==> src/rtl/wb_port_arbiter_pkg.sv <==
// rtl/wb_port_arbiter_pkg.sv - shared widths, write-request type and source encoding for the write-port arbiter
package wb_port_arbiter_pkg;

  localparam int WIDTH   = 32;
  localparam int RADDR_W = 5;

  typedef struct packed {
    logic [RADDR_W-1:0] rd;
    logic [WIDTH-1:0]   data;
  } wb_req_t;

  typedef enum logic [1:0] {
    SRC_NONE,
    SRC_PIPE,
    SRC_QUEUE,
    SRC_BYPASS
  } wb_src_e;

endpackage

==> src/rtl/wb_result_fifo.sv <==
// rtl/wb_result_fifo.sv - power-of-two FIFO holding buffered MDU write requests
module wb_result_fifo
  import wb_port_arbiter_pkg::*;
#(
  parameter type T     = wb_req_t,
  parameter int  DEPTH = 2
) (
  input  logic                     clk,
  input  logic                     rst_n,
  input  logic                     push,
  input  T                         push_data,
  input  logic                     pop,
  output T                         head,
  output logic [$clog2(DEPTH):0]   count,
  output logic [$clog2(DEPTH)-1:0] rd_ptr,
  output logic [$clog2(DEPTH)-1:0] wr_ptr,
  output logic [DEPTH-1:0]         slot_valid
);

  localparam int PTR_W = $clog2(DEPTH);
  localparam int CNT_W = PTR_W + 1;

  T mem [DEPTH];

  // Pointers wrap naturally because DEPTH is a power of two; count disambiguates full/empty.
  always_ff @(posedge clk or negedge rst_n) begin
    if (!rst_n) begin
      rd_ptr <= '0;
      wr_ptr <= '0;
      count  <= '0;
    end else begin
      if (push) wr_ptr <= wr_ptr + PTR_W'(1);
      if (pop)  rd_ptr <= rd_ptr + PTR_W'(1);
      count <= count + CNT_W'(push) - CNT_W'(pop);
    end
  end

  always_ff @(posedge clk) begin
    if (push) mem[wr_ptr] <= push_data;
  end

  assign head = mem[rd_ptr];

  // A slot is occupied when its distance from the read pointer is below count.
  always_comb begin
    slot_valid = '0;
    for (int k = 0; k < DEPTH; k++) begin
      slot_valid[k] = {1'b0, PTR_W'(k) - rd_ptr} < count;
    end
  end

endmodule

==> src/rtl/wb_port_arbiter.sv <==
// rtl/wb_port_arbiter.sv - shares the register-file write port between pipeline writeback and queued MDU results
module wb_port_arbiter
  import wb_port_arbiter_pkg::*;
#(
  parameter int DATA_W     = WIDTH,
  parameter int Q_DEPTH    = 2,
  parameter int STARVE_MAX = 3
) (
  input  logic                  clk,
  input  logic                  rst_n,
  input  logic                  pipe_wb_valid,
  input  logic [RADDR_W-1:0]    pipe_wb_rd,
  input  logic [DATA_W-1:0]     pipe_wb_data,
  output logic                  pipe_stall,
  input  logic                  mdu_valid,
  output logic                  mdu_ready,
  input  logic [RADDR_W-1:0]    mdu_rd,
  input  logic [DATA_W-1:0]     mdu_data,
  output logic                  rf_we,
  output logic [RADDR_W-1:0]    rf_waddr,
  output logic [DATA_W-1:0]     rf_wdata,
  output logic [2**RADDR_W-1:0] pending_mask
);

  localparam int PTR_W = $clog2(Q_DEPTH);
  localparam int CNT_W = PTR_W + 1;
  localparam int SW    = $clog2(STARVE_MAX + 1);

  typedef struct packed {
    logic [RADDR_W-1:0] rd;
    logic [DATA_W-1:0]  data;
  } req_t;

  req_t               head;
  req_t               grant;
  logic [CNT_W-1:0]   count;
  logic [PTR_W-1:0]   rd_ptr;
  logic [PTR_W-1:0]   wr_ptr;
  logic [Q_DEPTH-1:0] slot_valid;
  logic [RADDR_W-1:0] slot_rd [Q_DEPTH];
  logic [SW-1:0]      starve_cnt;
  logic [2**RADDR_W-1:0] mask_next;
  wb_src_e            src;
  logic               q_nonempty;
  logic               force_pop;
  logic               pop;
  logic               push;
  logic               bypass;

  wb_result_fifo #(
    .T     (req_t),
    .DEPTH (Q_DEPTH)
  ) u_fifo (
    .clk        (clk),
    .rst_n      (rst_n),
    .push       (push),
    .push_data  ({mdu_rd, mdu_data}),
    .pop        (pop),
    .head       (head),
    .count      (count),
    .rd_ptr     (rd_ptr),
    .wr_ptr     (wr_ptr),
    .slot_valid (slot_valid)
  );

  assign q_nonempty = (count != '0);
  assign force_pop  = q_nonempty && (starve_cnt == SW'(STARVE_MAX));

  always_comb begin
    src = SRC_NONE;
    if (force_pop)          src = SRC_QUEUE;
    else if (pipe_wb_valid) src = SRC_PIPE;
    else if (q_nonempty)    src = SRC_QUEUE;
    else if (mdu_valid)     src = SRC_BYPASS;
  end

  always_comb begin
    grant = '0;
    case (src)
      SRC_PIPE:   grant = {pipe_wb_rd, pipe_wb_data};
      SRC_QUEUE:  grant = head;
      SRC_BYPASS: grant = {mdu_rd, mdu_data};
      default:    grant = '0;
    endcase
  end

  // x0 writes still consume their source; only the enable is suppressed.
  assign rf_we      = (src != SRC_NONE) && (grant.rd != '0);
  assign rf_waddr   = grant.rd;
  assign rf_wdata   = grant.data;
  assign pipe_stall = force_pop && pipe_wb_valid;

  assign pop       = (src == SRC_QUEUE);
  assign bypass    = (src == SRC_BYPASS);
  assign mdu_ready = (count < CNT_W'(Q_DEPTH)) || pop;
  assign push      = mdu_valid && mdu_ready && !bypass && (mdu_rd != '0);

  always_ff @(posedge clk or negedge rst_n) begin
    if (!rst_n) begin
      starve_cnt <= '0;
    end else if (pop || !q_nonempty) begin
      starve_cnt <= '0;
    end else if ((src == SRC_PIPE) && (starve_cnt != SW'(STARVE_MAX))) begin
      starve_cnt <= starve_cnt + SW'(1);
    end
  end

  // Destination shadow per slot so the mask can be rebuilt from post-edge occupancy.
  always_ff @(posedge clk) begin
    if (push) slot_rd[wr_ptr] <= mdu_rd;
  end

  always_comb begin
    mask_next = '0;
    for (int k = 0; k < Q_DEPTH; k++) begin
      if (slot_valid[k] && !(pop && (PTR_W'(k) == rd_ptr))) mask_next[slot_rd[k]] = 1'b1;
    end
    if (push) mask_next[mdu_rd] = 1'b1;
  end

  always_ff @(posedge clk or negedge rst_n) begin
    if (!rst_n) pending_mask <= '0;
    else        pending_mask <= mask_next;
  end

endmodule

==> config.mk <==
export PLATFORM = sky130hd
export DESIGN_NAME = wb_port_arbiter
export DESIGN_NICKNAME = d
export VERILOG_FILES = /design/src/rtl/wb_port_arbiter_pkg.sv /design/src/rtl/wb_result_fifo.sv /design/src/rtl/wb_port_arbiter.sv
export SDC_FILE = /design/constraint.sdc
export NUM_CORES = 1
export LEC_CHECK = 0
export CAP_MARGIN = 25
export CORE_MARGIN = 8
export CORE_UTILIZATION = 43
export DETAILED_ROUTE_END_ITERATION = 16
export HOLD_SLACK_MARGIN = 0.12
export PLACE_DENSITY_LB_ADDON = 0.2
export SLEW_MARGIN = 5
export SYNTH_ARGS = -nofsm -noshare
export SYNTH_HDL_FRONTEND = slang
export SYNTH_SLANG_ARGS = --single-unit
==> constraint.sdc <==
create_clock -name clk -period 3.18 [get_ports clk]
set_clock_uncertainty 0.05 [all_clocks]
set_input_delay 0.636 -clock clk [delete_from_list [all_inputs] [get_ports clk]]
set_output_delay 0.636 -clock clk [all_outputs]
set_load 0.05 [all_outputs]
==> impl_metrics.csv <==
group,metric,value,unit
run_status,status,"complete, no violations",
worst_setup_path,cp_max_fo,9,
place,routabilityCongestion,0.9150,
cells_and_area,final_nets,649,
synthesis,synthesis.area,0.005069,mm^2
clock_tree,numCtsBuffers,9,
synthesis,synth_edf_count,74,
drt,via_per_inst,5.765,
sta,setup_violations,0,
drt,first_pass_iters,5,
drt,vias,4128,
synthesis,synthesis.nets,488,
cells_and_area,nFillCells,843,
worst_setup_path,required,2.49,ns
sta,rsz0062_at_grt,"false",
worst_hold_path,hold_path.class,"flip-flop to flip-flop",
floorplan,io_pins,150,
clock_tree,clkSlewWorstSetupHoldPaths,0.08,ns
drt,first_iter_violations,327,
pwr,total_power,6.268,mW
worst_setup_path,end_kind,"output pin",
sta,finalMaxSlewViolations,0,
drt,drt.antenna.violating_nets,0,
clock_tree,cts_buffer_depth,2,
pwr,power_density,830.0,mW/mm^2
global_route,antenna_found_initial,0,
clock_tree,cts-hold-fix-buffers,0,
floorplan,die_w,124.6,um
cells_and_area,antenna_cells_inserted,0,
floorplan,chipHeight,124.6,um
synthesis,synthFlopType,"edfxtp_1",
worst_setup_path,cp_cell_sequence,"nor2_2 -> nor3_1 -> a221o_1 -> nor4_2 -> nand2b_1 -> buf_12",
drt,drt_wl_total,14990,um
worst_setup_path,path_delay_family,"simple AND/OR/NAND/NOR gates",
clock_tree,cts_root_buf,"clkbuf_16",
synthesis,synth_top_area_share,43.84,%
run,cap_viol_max_count,0,
pwr,p_leak,2.897,nW
pwr,switching_share,40.42,%
sta,tightest_slew,0.6649,ns
synthesis,synth-seq-area-share,62.60,%
clock_tree,worstSkewPairLatency,0.35,ns
place,io_buffers,149,
sta,setup_slack,0.1438,ns
place,dp_hpwl,11270,um
synthesis,ys_async_sr_fraction,33.93,%
global_route,grt_max_degree,39,
sta,period_minus_slack,3.036,ns
synthesis,syn_inst,407,
worst_setup_path,critPathSlowestCell,"dfrtp_1",
sta,timing.fmax,0.3294,GHz
global_route,track_usage,19.11,%
global_route,first_global_vias,4434,
sta,setup_tns,0,ns
clock_tree,cts_tree,"built",
pwr,ir_drop,0.0005785,V
sta,finalHoldViolCount,0,
worst_setup_path,cp.arrival,2.35,ns
synthesis,post_synth_main_area_contributors,"edfxtp_1 (44%), dfrtp_1 (19%), a22oi_1 (10%)",
cells_and_area,drive_above_1_share,17.28,%
worst_setup_path,start_kind,"flip-flop",
floorplan,start_util,44.20,%
pwr,clkPwrFrac,17.1,%
pwr,power_switching,2.534,mW
synthesis,ys_seq_elements,112,
worst_setup_path,critical_path.max_stage_delay,0.53,ns
floorplan,rows,39,
place,place_ws,0.06880,ns
cells_and_area,area_growth,49.00,%
pwr,comb_power_share,50.5,%
worst_setup_path,criticalPathCategory,"flip-flop to output pin",
drt,wl_per_cell,20.93,um
floorplan,fp.dieArea,0.01552,mm^2
cells_and_area,layout_common_cells,"clkdlybuf4s50_1 (108), edfxtp_1 (74), a22oi_1 (70), nand2_1 (59), buf_12 (43)",
synthesis,synth.largest_area_cell,"edfxtp_1",
synthesis,syn-mean-instance-area,12.45,um^2
sta,period_share,95.48,%
pwr,p_int,3.734,mW
clock_tree,clock-sinks,112,
sta,relSlewSlack,55.26,%
synthesis,synth_warnings,0,
clock_tree,ctsHtreeMaxLevel,3,
cells_and_area,layout_commonest_cell,"clkdlybuf4s50_1",
pwr,seqPwrFrac,32.4,%
worst_setup_path,critPathBufInv,1,
global_route,grt_first_pass_wirelength,23940,um
floorplan,core-area,0.01147,mm^2
global_route,gr-total-overflow,0,
synthesis,synth.distinct_cells,49,
drt,drc,0,
==> final timing paths <==
check | from | to | slack, ns | cells after the start
max in group asynchronous | rst_n | starve_cnt[1]$_DFFE_PN0P_ | 2.09 | 2
worst max-delay path | u_fifo.count[1]$_DFF_PN0_ | rf_we | 0.14 | 6
worst max register to register | starve_cnt[0]$_DFFE_PN0P_ | u_fifo.mem[0][13]$_DFFE_PP_ | 0.81 | 7
worst min register to register | starve_cnt[0]$_DFFE_PN0P_ | starve_cnt[0]$_DFFE_PN0P_ | 0.43 | 1
worst min-delay path | starve_cnt[0]$_DFFE_PN0P_ | starve_cnt[0]$_DFFE_PN0P_ | 0.43 | 1
min in group asynchronous | rst_n | pending_mask[16]$_DFF_PN0_ | 0.67 | 2
==> timing repair <==
| item | 4_1_cts | 5_1_grt |
|---|---|---|
| setup endpoints to repair | 0 | 1 |
| buffers inserted | 0 | 1 |
| gates resized for setup | 0 | 2 |
==> per-layer routing <==
metal	vias up	routed length, um	global-route usage, %
met3	18	1486	7.106
met1	2031	5937	22.48
met2	174	7298	31.33
met4	0	266	6.733
li1	1905	-	-
met5	-	0	0
==> stage by stage <==
stage          utilization (%)  hold WS, ns  area, um^2  instances
6_report                 65.86       0.4270        7552        716
5_1_grt                  65.86       0.4414        7552        716
4_1_cts                  65.76       0.4276        7541        715
3_5_place_dp             63.31       0.4099        7259        699
3_3_place_gp             63.31       0.3805        7259        699
2_1_floorplan                -       0.2904        5071        407
==> state kept, by name, summed over array words and instances, names as in the netlist <==
signal,cells
u_fifo.mem,65
slot_rd,9
u_fifo.count,2
starve_cnt,2
u_fifo.wr_ptr,1
u_fifo.rd_ptr,1
pending_mask,32
==> power groups by stage <==
stage	registers, mW	clock network [mW]	logic (mW)
2_1_floorplan	2.11	0	1.59
3_3_place_gp	2.04	0	3.14
3_5_place_dp	2.06	0	3.18
4_1_cts	2.03	1.10	3.19
5_1_grt	2.06	1.15	3.33
6_report	2.03	1.07	3.16
==> Yosys cell counts, types with 2 or more instances <==
library cell	n
nand3_1	2
a22oi_1	70
mux2i_1	4
buf_6	3
nand2b_1	3
ha_1	3
nor2b_1	11
edfxtp_1	74
nor3_1	11
a32o_1	2
xnor2_1	3
nand2_1	59
nor3b_1	2
o221ai_1	13
buf_2	2
or3b_2	2
a221o_1	17
o21ai_0	6
dfrtp_1	38
nor4_1	2
nor2_1	20
and2_1	4
nand3b_1	4
inv_1	8
clkbuf_1	17
nor3_2	3
and3b_1	2
==> area by class of cell <==
class                      count  area [um^2]  area share, %
sequential                   112         3173          42.01
timing repair buffer         174         2120          28.06
multi-input combinational    263         1769          23.43
clock buffer                   9        225.2          2.982
tap                          143        178.9          2.369
clock inverter                 7        56.30         0.7455
inverter                       8        30.03         0.3976
==> kinds of logic after synthesis <==
| logic type | synth area share, % |
|---|---|
| and+or+nand+nor | 13.87 |
| AOI/OAI and AO/OA | 18.37 |
| DFF | 62.60 |
| buffers and inverters | 2.937 |
| xor gates and xnor gates | 0.6913 |
| muxes | 0.7900 |
| adders and majority gates | 0.7406 |
==> worst reg2reg max path, stage by stage (launching register included) <==
cell	delay, ns
dfrtp_1	0.37
ha_1	0.21
and2b_4	0.25
buf_4	0.15
a211oi_2	0.33
o41a_1	0.28
nor2b_4	0.23
buf_12	0.20
No activity file was read; power rests on OpenSTA's default activity.
